<file path="config.mk">
export PLATFORM = sky130hd
export DESIGN_NAME = tile_flusher
export DESIGN_NICKNAME = d
export VERILOG_FILES = /design/src/rtl/gfx_pkg.sv /design/src/rtl/flush_fifo.sv /design/src/rtl/tile_flusher.sv
export SDC_FILE = /design/constraint.sdc
export NUM_CORES = 1
export LEC_CHECK = 0
export ABC_AREA = 1
export BUFFER_PORTS_ARGS = -buffer_cell sky130_fd_sc_hd__buf_2
export CAP_MARGIN = 40
export CELL_PAD_IN_SITES_DETAIL_PLACEMENT = 1
export CELL_PAD_IN_SITES_GLOBAL_PLACEMENT = 1
export CORE_MARGIN = 10
export CORE_UTILIZATION = 51
export DETAILED_ROUTE_END_ITERATION = 8
export PLACE_DENSITY = 0.89
export SLEW_MARGIN = 20
export SYNTH_ARGS = -nofsm -noshare
export SYNTH_HDL_FRONTEND = slang
export SYNTH_SLANG_ARGS = --single-unit
</file>
<file path="constraint.sdc">
create_clock -name clk -period 10.6 [get_ports clk]
set_input_delay 1.59 -clock clk [delete_from_list [all_inputs] [get_ports clk]]
set_output_delay 1.59 -clock clk [all_outputs]
set_load 0.05 [all_outputs]
</file>
<file path="src/rtl/gfx_pkg.sv">
// Shared tile/framebuffer geometry, pixel word layout and flusher FSM states.
package gfx_pkg;

    localparam int unsigned TILE_W     = 80;
    localparam int unsigned TILE_H     = 10;
    localparam int unsigned FB_WIDTH   = 1280;
    localparam int unsigned FB_HEIGHT  = 720;

    typedef struct packed {
        logic [15:0] depth;
        logic [15:0] color;
    } pixel_word_t;

    typedef enum logic [1:0] {
        StIdle,
        StRead,
        StDrain
    } flush_state_e;

    // Untouched pixels keep the cleared depth value and show the background.
    function automatic logic [15:0] map_color(input pixel_word_t word, input logic [15:0] bg);
        return (word.depth == 16'hFFFF) ? bg : word.color;
    endfunction

endpackage

</file>
<file path="src/rtl/flush_fifo.sv">
// Small synchronous FIFO with a registered first-word-fall-through output stage.
module flush_fifo #(
    parameter int unsigned WIDTH = 36,
    parameter int unsigned DEPTH = 4
) (
    input  logic                       clk,
    input  logic                       rst,
    input  logic                       in_valid,
    input  logic [WIDTH-1:0]           in_data,
    output logic                       out_valid,
    output logic [WIDTH-1:0]           out_data,
    input  logic                       out_ready,
    output logic [$clog2(DEPTH):0]     count
);

    localparam int unsigned PtrW = $clog2(DEPTH);
    localparam int unsigned CntW = PtrW + 1;

    logic [WIDTH-1:0] mem_q [DEPTH];
    logic [PtrW-1:0]  wr_ptr_q, wr_ptr_d, rd_ptr_q, rd_ptr_d;
    logic [CntW-1:0]  ring_cnt_q, ring_cnt_d;
    logic             out_vld_q, out_vld_d;
    logic [WIDTH-1:0] out_data_q, out_data_d;
    logic             load, bypass, ring_wr, ring_rd;

    always_comb begin
        // The output register refills whenever it is empty or being drained this cycle.
        load       = !out_vld_q || out_ready;
        bypass     = load && (ring_cnt_q == '0) && in_valid;
        ring_wr    = in_valid && !bypass;
        ring_rd    = load && (ring_cnt_q != '0);
        wr_ptr_d   = ring_wr ? wr_ptr_q + PtrW'(1) : wr_ptr_q;
        rd_ptr_d   = ring_rd ? rd_ptr_q + PtrW'(1) : rd_ptr_q;
        ring_cnt_d = ring_cnt_q + CntW'(ring_wr) - CntW'(ring_rd);
        out_vld_d  = out_vld_q;
        out_data_d = out_data_q;
        if (ring_rd) begin
            out_vld_d  = 1'b1;
            out_data_d = mem_q[rd_ptr_q];
        end else if (bypass) begin
            out_vld_d  = 1'b1;
            out_data_d = in_data;
        end else if (load) begin
            out_vld_d  = 1'b0;
        end
    end

    always_ff @(posedge clk) begin
        if (ring_wr) begin
            mem_q[wr_ptr_q] <= in_data;
        end
    end

    always_ff @(posedge clk or negedge rst) begin
        if (!rst) begin
            wr_ptr_q   <= '0;
            rd_ptr_q   <= '0;
            ring_cnt_q <= '0;
            out_vld_q  <= 1'b0;
            out_data_q <= '0;
        end else begin
            wr_ptr_q   <= wr_ptr_d;
            rd_ptr_q   <= rd_ptr_d;
            ring_cnt_q <= ring_cnt_d;
            out_vld_q  <= out_vld_d;
            out_data_q <= out_data_d;
        end
    end

    assign out_valid = out_vld_q;
    assign out_data  = out_data_q;
    assign count     = ring_cnt_q + CntW'(out_vld_q);

endmodule

</file>
<file path="src/rtl/tile_flusher.sv">
// Drains a painted tile from tile BRAM and streams (address, colour) beats to the framebuffer.
module tile_flusher
    import gfx_pkg::*;
#(
    parameter logic [15:0] BG_COLOR   = 16'h0000,
    parameter int unsigned FIFO_DEPTH = 4
) (
    input  logic        clk,
    input  logic        rst,
    input  logic        start,
    input  logic [10:0] x_offset,
    input  logic [9:0]  y_offset,
    output logic [9:0]  tile_bram_read_addr,
    input  logic [31:0] tile_bram_read_data,
    output logic [19:0] fb_addr,
    output logic [15:0] fb_data,
    output logic        fb_valid,
    input  logic        fb_ready,
    output logic        busy,
    output logic        done
);

    localparam int unsigned ColW = $clog2(TILE_W);
    localparam int unsigned RowW = $clog2(TILE_H);
    localparam int unsigned CntW = $clog2(FIFO_DEPTH) + 1;

    flush_state_e    state_q, state_d;
    logic [ColW-1:0] col_q, col_d;
    logic [RowW-1:0] row_q, row_d;
    logic [9:0]      rd_addr_q, rd_addr_d;
    logic [10:0]     x_off_q, x_off_d;
    logic [9:0]      y_off_q, y_off_d;
    logic [1:0]      inflight_q, inflight_d;
    logic            busy_q, busy_d, done_q, done_d;
    logic            s1_vld_q, s1_vld_d, s1_inb_q, s1_inb_d;
    logic            s2_vld_q, s2_vld_d, s2_inb_q, s2_inb_d;
    logic [19:0]     s1_addr_q, s1_addr_d, s2_addr_q, s2_addr_d;

    logic [CntW-1:0] fifo_count;
    logic [CntW:0]   occupancy;
    logic            issue, last_pix, push;
    logic [11:0]     x_abs;
    logic [10:0]     y_abs;
    logic [19:0]     pix_addr;
    pixel_word_t     rd_word;
    logic [35:0]     push_data, pop_data;

    always_comb begin
        // Credit rule: every outstanding read is guaranteed a FIFO slot on return.
        occupancy = (CntW+1)'(fifo_count) + (CntW+1)'(inflight_q);
        issue     = (state_q == StRead) && (occupancy < (CntW+1)'(FIFO_DEPTH));
        last_pix  = (col_q == ColW'(TILE_W - 1)) && (row_q == RowW'(TILE_H - 1));
        x_abs     = 12'(x_off_q) + 12'(col_q);
        y_abs     = 11'(y_off_q) + 11'(row_q);
        pix_addr  = 20'(y_abs) * 20'(FB_WIDTH) + 20'(x_abs);
        rd_word   = tile_bram_read_data;
        push      = s2_vld_q && s2_inb_q;
        push_data = {s2_addr_q, map_color(rd_word, BG_COLOR)};

        s1_vld_d  = issue;
        s1_addr_d = pix_addr;
        s1_inb_d  = (x_abs < 12'(FB_WIDTH)) && (y_abs < 11'(FB_HEIGHT));
        s2_vld_d  = s1_vld_q;
        s2_addr_d = s1_addr_q;
        s2_inb_d  = s1_inb_q;

        unique case ({issue, s2_vld_q})
            2'b10:   inflight_d = inflight_q + 2'd1;
            2'b01:   inflight_d = inflight_q - 2'd1;
            default: inflight_d = inflight_q;
        endcase
    end

    always_comb begin
        state_d   = state_q;
        col_d     = col_q;
        row_d     = row_q;
        rd_addr_d = rd_addr_q;
        x_off_d   = x_off_q;
        y_off_d   = y_off_q;
        busy_d    = busy_q;
        done_d    = 1'b0;
        unique case (state_q)
            StIdle: begin
                if (start) begin
                    x_off_d   = x_offset;
                    y_off_d   = y_offset;
                    col_d     = '0;
                    row_d     = '0;
                    rd_addr_d = '0;
                    busy_d    = 1'b1;
                    state_d   = StRead;
                end
            end
            StRead: begin
                if (issue) begin
                    rd_addr_d = last_pix ? 10'd0 : rd_addr_q + 10'd1;
                    if (col_q == ColW'(TILE_W - 1)) begin
                        col_d = '0;
                        row_d = last_pix ? '0 : row_q + RowW'(1);
                    end else begin
                        col_d = col_q + ColW'(1);
                    end
                    if (last_pix) begin
                        state_d = StDrain;
                    end
                end
            end
            StDrain: begin
                if (inflight_q == 2'd0 && fifo_count == '0) begin
                    done_d  = 1'b1;
                    busy_d  = 1'b0;
                    state_d = StIdle;
                end
            end
            default: state_d = StIdle;
        endcase
    end

    always_ff @(posedge clk or negedge rst) begin
        if (!rst) begin
            state_q    <= StIdle;
            col_q      <= '0;
            row_q      <= '0;
            rd_addr_q  <= '0;
            x_off_q    <= '0;
            y_off_q    <= '0;
            inflight_q <= '0;
            busy_q     <= 1'b0;
            done_q     <= 1'b0;
            s1_vld_q   <= 1'b0;
            s1_inb_q   <= 1'b0;
            s1_addr_q  <= '0;
            s2_vld_q   <= 1'b0;
            s2_inb_q   <= 1'b0;
            s2_addr_q  <= '0;
        end else begin
            state_q    <= state_d;
            col_q      <= col_d;
            row_q      <= row_d;
            rd_addr_q  <= rd_addr_d;
            x_off_q    <= x_off_d;
            y_off_q    <= y_off_d;
            inflight_q <= inflight_d;
            busy_q     <= busy_d;
            done_q     <= done_d;
            s1_vld_q   <= s1_vld_d;
            s1_inb_q   <= s1_inb_d;
            s1_addr_q  <= s1_addr_d;
            s2_vld_q   <= s2_vld_d;
            s2_inb_q   <= s2_inb_d;
            s2_addr_q  <= s2_addr_d;
        end
    end

    flush_fifo #(
        .WIDTH (36),
        .DEPTH (FIFO_DEPTH)
    ) u_fifo (
        .clk       (clk),
        .rst       (rst),
        .in_valid  (push),
        .in_data   (push_data),
        .out_valid (fb_valid),
        .out_data  (pop_data),
        .out_ready (fb_ready),
        .count     (fifo_count)
    );

    assign tile_bram_read_addr = rd_addr_q;
    assign fb_addr             = pop_data[35:16];
    assign fb_data             = pop_data[15:0];
    assign busy                = busy_q;
    assign done                = done_q;

endmodule

</file>
# Yosys cells after proc, flatten, opt, wreduce, memory -nomap -nowiden
# Memories as Yosys holds them, arrays and structs flattened.
# Cells that the tools add are included.
[word_totals]
ramBits = 144
word_cells = 110
memories = 1
regBits = 136
[memory_table]
columns = ["name", "depth", "width", "rd", "rd_clocked_by_memory_dff", "write_ports", "line_no", "text"]
rows = [
  ["u_fifo.mem_q", 4, 36, 1, 0, 1, "flush_fifo.sv:19", "logic [WIDTH-1:0] mem_q [DEPTH];"],
]
[op_classes]
reduce_logical = 27
n_lt_le_gt_ge = 3
n_eq_ne = 12
addsub = 14
multipliers = 1
n_mux = 32
[op_table]
columns = ["cell", "count"]
rows = [
  ["$mux 36", 2],
  ["$mux 10", 3],
  ["$mux 7", 3],
  ["$add 20x12->20", 1],
  ["$pmux 10 s2", 1],
  ["$eq 16x16->1 const B", 1],
  ["$mux 16", 1],
  ["$mux 4", 4],
  ["$pmux 7 s2", 1],
  ["$add 11x7->12", 1],
  ["$lt 12x11->1 const B", 1],
  ["$mul 11x3->12 const B", 1],
  ["$add 10x4->11", 1],
  ["$lt 11x10->1 const B", 1],
  ["$add 10x1->10 const B", 1],
  ["$logic_and 1x1->1", 9],
  ["$mux 1", 9],
  ["$mux 2", 4],
  ["$ne 2x2->1 const B", 4],
  ["$pmux 4 s2", 1],
  ["$reduce_and 4->1", 2],
  ["$reduce_bool 2->1", 4],
  ["$add 7x1->7 const B", 1],
  ["$eq 7x7->1 const B", 1],
  ["other kinds (21)", 31],
]

# Logic depth before layout (Yosys ltp)
[depth]
depth_word = 8
ltp_mapped = 23
mapped_depth_nobuf = 23

# Hierarchy
# A second synthesis with hierarchy kept.
[unflattened]
cells_unflattened = 1353
hier_area_um2 = 13048.8
[by_module_without_submodules]
columns = ["mod", "area_each_um2", "instances", "cells_each", "seq_area_each_um2"]
rows = [
  ["flush_fifo", 7842.5, 1, 717, 5425.2],
  ["tile_flusher", 5206.2, 1, 636, 2302.2],
]

# Least setup slack after synthesis
# Ideal clock, no wire load.
[synth_path]
kind = "input to register"
start = "input fb_ready"
end = "memory u_fifo.mem_q[0][0] (enable)"
path_slack_ns = 6.663
setup_time_ns = 0.429
t_required_ns = 10.171
path_buffers = 0
arrival_time_ns = 3.508
cell_stages = 5
path_cell_list = "nor2_1 > inv_1 > nand2_1 > nand2_1 > nor2_1"
[synth_via]
elab_chain_len = 7
[synth_lines]
columns = ["item", "line_no", "text"]
rows = [
  ["start: declaration", "tile_flusher.sv:18", "input logic fb_ready,"],
  ["$logic_or 1x1->1", "flush_fifo.sv:28", "load = !out_vld_q || out_ready;"],
  ["$logic_and 1x1->1 (2 in series)", "flush_fifo.sv:29", "bypass = load && (ring_cnt_q == '0) && in_valid;"],
  ["$logic_not 1->1", "flush_fifo.sv:30", "ring_wr = in_valid && !bypass;"],
  ["$logic_and 1x1->1", "flush_fifo.sv:30", ""],
  ["$mux 1", "flush_fifo.sv:49", "if (ring_wr) begin"],
  ["$mux 1 (implied by the code)", "flush_fifo.sv:50", "mem_q[wr_ptr_q] <= in_data;"],
  ["end: declaration", "flush_fifo.sv:19", ""],
]
# Every way passes these cells.

# Worst setup path after layout
[layout_path]
start = "register row_q[0]"
end = "register s1_addr_q[19]"
[layout_via]
elab_chain_len = 3
[layout_lines]
columns = ["item", "line_no", "text"]
rows = [
  ["start: declaration", "tile_flusher.sv:29", "logic [RowW-1:0] row_q, row_d;"],
  ["start signal: assignment", "tile_flusher.sv:140", "row_q <= row_d;"],
  ["$add 10x4->11", "tile_flusher.sv:54", "y_abs = 11'(y_off_q) + 11'(row_q);"],
  ["$mul 11x3->12", "tile_flusher.sv:55", "pix_addr = 20'(y_abs) * 20'(FB_WIDTH) + 20'(x_abs);"],
  ["$add 20x12->20", "tile_flusher.sv:55", ""],
  ["named net pix_addr[19]", "tile_flusher.sv:44", "logic [19:0] pix_addr;"],
  ["end signal: assignment", "tile_flusher.sv:149", "s1_addr_q <= s1_addr_d;"],
  ["end: declaration", "tile_flusher.sv:37", "logic [19:0] s1_addr_q, s1_addr_d, s2_addr_q, s2_addr_d;"],
]
# The timed path passes the listed nets, and every way through them passes these cells.
# A chain may end at the register's enable or synchronous reset.

==> results.sh <==
export IMPL_num_vias=9590
export IMPL_worst_pin_slew_ps=809
export IMPL_avgRoutedWirePerCell_microns=20.8
export IMPL_fin_worst_skew_ps=21.1
export IMPL_internal_power_mw=2.88
export IMPL_ys_seq_area_share_pct=61.0
export IMPL_antenna_found_initial=1
export IMPL_place_gp_congestion=0.824
export IMPL_busiest_layer="met2"
export IMPL_power_frac_comb_pct=44.9
export IMPL_crit_top_cell="nand2_1"
export IMPL_grt_ovfl_total=0
export IMPL_fin_nets=1448
export IMPL_fin_setup_tns_ps=0
export IMPL_crit_chain="ha_1 -> inv_1 -> fa_1 -> inv_1 -> nand3_1 -> nand2_1 -> nand2_1 -> nand2_1 -> inv_1 -> ha_1 -> fa_1 -> nand2_1 -> nor2_1 -> nand2_1 -> nand3_1 -> nand3_1 -> nor2_1 -> nand4_1 -> nand3_1 -> nand2_1"
export IMPL_nFillCells=2701
export IMPL_p_leak_nw=6.36
export IMPL_cts_resized_gates=0
export IMPL_wl_microns=35100
export IMPL_drtIter0Drc=687
export IMPL_drtAntennaViolNets=0
export IMPL_yosysWarningCount=0
export IMPL_grt_max_degree=74
export IMPL_drc=0
export IMPL_synthArstFlopShare_pct=48.6
export IMPL_hpwlAfterDp_microns=21600
export IMPL_post_cts_buffers=0
export IMPL_clkPwrFrac_pct=22.0
export IMPL_cts_tree="yes"
export IMPL_grt_setup_unrepaired="false"
export IMPL_crit_fanout=6
export IMPL_ioPinCount=106
export IMPL_grt_use_met1_pct=25.9
export IMPL_crit_path_end_kind="flip-flop"
export IMPL_setup_violations=0
export IMPL_cts_sinks=280
export IMPL_hold_path_class="reg2reg"
export IMPL_clk_pin_slew_ps=60
export IMPL_start_util_pct=52.0
export IMPL_coreArea_sq_um=24400
export IMPL_h_tree_depth=1
export IMPL_outcome="complete, no violations"
export IMPL_use_met3_pct=3.38
export IMPL_synth_ff_type="edfxtp_1"
export IMPL_synth_distinct_cells=46
export IMPL_maxSlewViolCount=0
export IMPL_required_ps=11050
export IMPL_grt_pass1_vias=10600
export IMPL_cts_made_buffers=29
export IMPL_slew_headroom_pct=46.0
export IMPL_critPathKind="reg2reg"
export IMPL_dieArea_sq_um=31600
export IMPL_die_x_microns=178
export IMPL_synth_seq_cells=280
export IMPL_fmax_mhz=264
export IMPL_die_y_microns=178
export IMPL_syn_area_per_cell_sq_um=10.3
export IMPL_crit_family="adder cells"
export IMPL_syn_num_nets=1342
export IMPL_switching_share_pct=44.1
export IMPL_postCtsHoldBufs=0
export IMPL_maxCapViolCount=0
export IMPL_p_sw_mw=2.27
export IMPL_drive_above_1_share_pct=15.8
export IMPL_crit_buf_inv=3
export IMPL_power_mw=5.15
export IMPL_synth_area_sq_um=12700
export IMPL_finalHoldViolCount=0
export IMPL_slowest_delay_ps=630
export IMPL_use_met2_pct=40.6
export IMPL_min_period_ps=3790
export IMPL_synth_edf_count=144
export IMPL_start_kind="flip-flop"
export IMPL_num_rows=57
export IMPL_grt_pass1_wl_microns=56300
export IMPL_grtUsageTotal_pct=22.2
export IMPL_cp_slowest_cell="fa_1"
export IMPL_drtPass1Iterations=5
export IMPL_syn_instance_count=1235
export IMPL_insertion_delay_ps=570
export IMPL_clockBufferDepth=3
export IMPL_root_buffer="clkbuf_16"
export IMPL_seqPwrFrac_pct=33.1
export IMPL_viasPerCell=5.68
export IMPL_io_buffers=105
export IMPL_cp_data_arrival_time_ps=4250
export IMPL_timing_final_crit_share_pct=35.8
export IMPL_syn_to_final_growth_pct=15.6
export IMPL_powerDensity_nw_per_um2=351
export IMPL_peakVddDrop_mv=0.166
-- cell usage in the layout (no fill, tap or decap), types with 6 or more instances in the layout --
master	instances
edfxtp_1	144
o21ai_0	108
nand3_1	52
nand2_1	205
inv_1	105
buf_2	104
nor3_1	10
a21oi_1	47
inv_2	6
clkbuf_16	29
dfrtp_1	135
nand4_1	15
ha_1	45
xor2_1	15
buf_4	9
o21ai_1	24
o22ai_1	36
bufinv_16	6
nor2_2	11
nor2_1	170
xnor2_1	14
-- layer usage --
| layer | wire length (microns) | vias up |
|---|---|---|
| met5 | 0 | - |
| met4 | 1150 | 0 |
| met3 | 1820 | 76 |
| met2 | 18400 | 319 |
| met1 | 13800 | 4818 |
| li1 | - | 4377 |
-- per-stage QoR --
stage	hold slack [ps]	cells	util (%)	setup slack, ps	instance area (sq um)
floorplan	331	1235	-	6660	12700
global placement	332	1629	55.3	7050	13500
detailed placement	336	1633	55.7	6850	13600
CTS	350	1687	60.0	6830	14600
global route	358	1688	60.1	6500	14700
finish	348	1689	60.1	6810	14700
-- cell usage after synthesis, types with 5 or more instances --
master	instances	area (sq um)
nand2_1	205	769
nor2_1	175	657
edfxtp_1	144	4320
dfrtp_1	136	3400
o21ai_0	108	541
inv_1	105	394
nand3_1	52	260
a21oi_1	47	235
ha_1	45	563
o22ai_1	36	225
clkbuf_1	24	90.1
o21ai_1	24	120
nand4_1	15	93.8
xor2_1	15	131
xnor2_1	14	123
buf_2	12	60.1
nor3_1	10	50.1
inv_2	6	22.5
nor2_2	6	37.5
fa_1	5	100
nand2_2	5	31.3
-- power by group through the flow --
stage | Clock (mW) | Sequential, mW | Combinational (mW)
after floorplan | 0 | 1.89 | 1.41
after global placement | 0 | 1.68 | 2.09
after detailed placement | 0 | 1.71 | 2.27
after CTS | 1.14 | 1.70 | 2.33
after global routing | 1.19 | 1.73 | 2.57
final | 1.13 | 1.71 | 2.31
-- registers in the layout (all words and copies together) (netlist names), 2 cells and up --
signal,count
col_q,7
inflight_q,2
row_q,4
s1_addr_q,20
s2_addr_q,20
state_q,2
tile_bram_read_addr,10
u_fifo.mem_q,144
u_fifo.out_data,36
u_fifo.rd_ptr_q,2
u_fifo.ring_cnt_q,3
u_fifo.wr_ptr_q,2
x_off_q,11
y_off_q,10
-- cell type report --
| class | count | area [sq um] | area share, % |
|---|---|---|---|
| clock inverter | 17 | 268 | 1.83 |
| tap | 324 | 405 | 2.77 |
| multi-input combinational | 798 | 4330 | 29.5 |
| sequential | 280 | 7730 | 52.7 |
| timing repair buffer | 119 | 701 | 4.78 |
| clock buffer | 37 | 796 | 5.43 |
| antenna | 1 | 2.50 | 0.0171 |
| inverter | 113 | 429 | 2.93 |
-- logic make-up after synthesis --
logic type | share of synthesized area (%)
xor+xnor | 2.13
buf+inv | 4.99
fa+ha+maj | 5.23
compound gates | 9.76
simple gates | 16.9
flops | 61.0
-- final timing paths --
check	to	startpoint	cells past startpoint	slack [ps]
setup / recovery	s1_addr_q[19]	row_q[0]	20	6810
hold / removal	s2_addr_q[0]	s1_addr_q[0]	0	350
setup reg to reg	s1_addr_q[19]	row_q[0]	20	6810
hold reg to reg	s2_addr_q[0]	s1_addr_q[0]	0	350
max in group asynchronous	s2_addr_q[3]	rst	3	8470
min in group asynchronous	y_off_q[4]	rst	1	1040
Note: power is estimated with default switching activity, not from simulation.
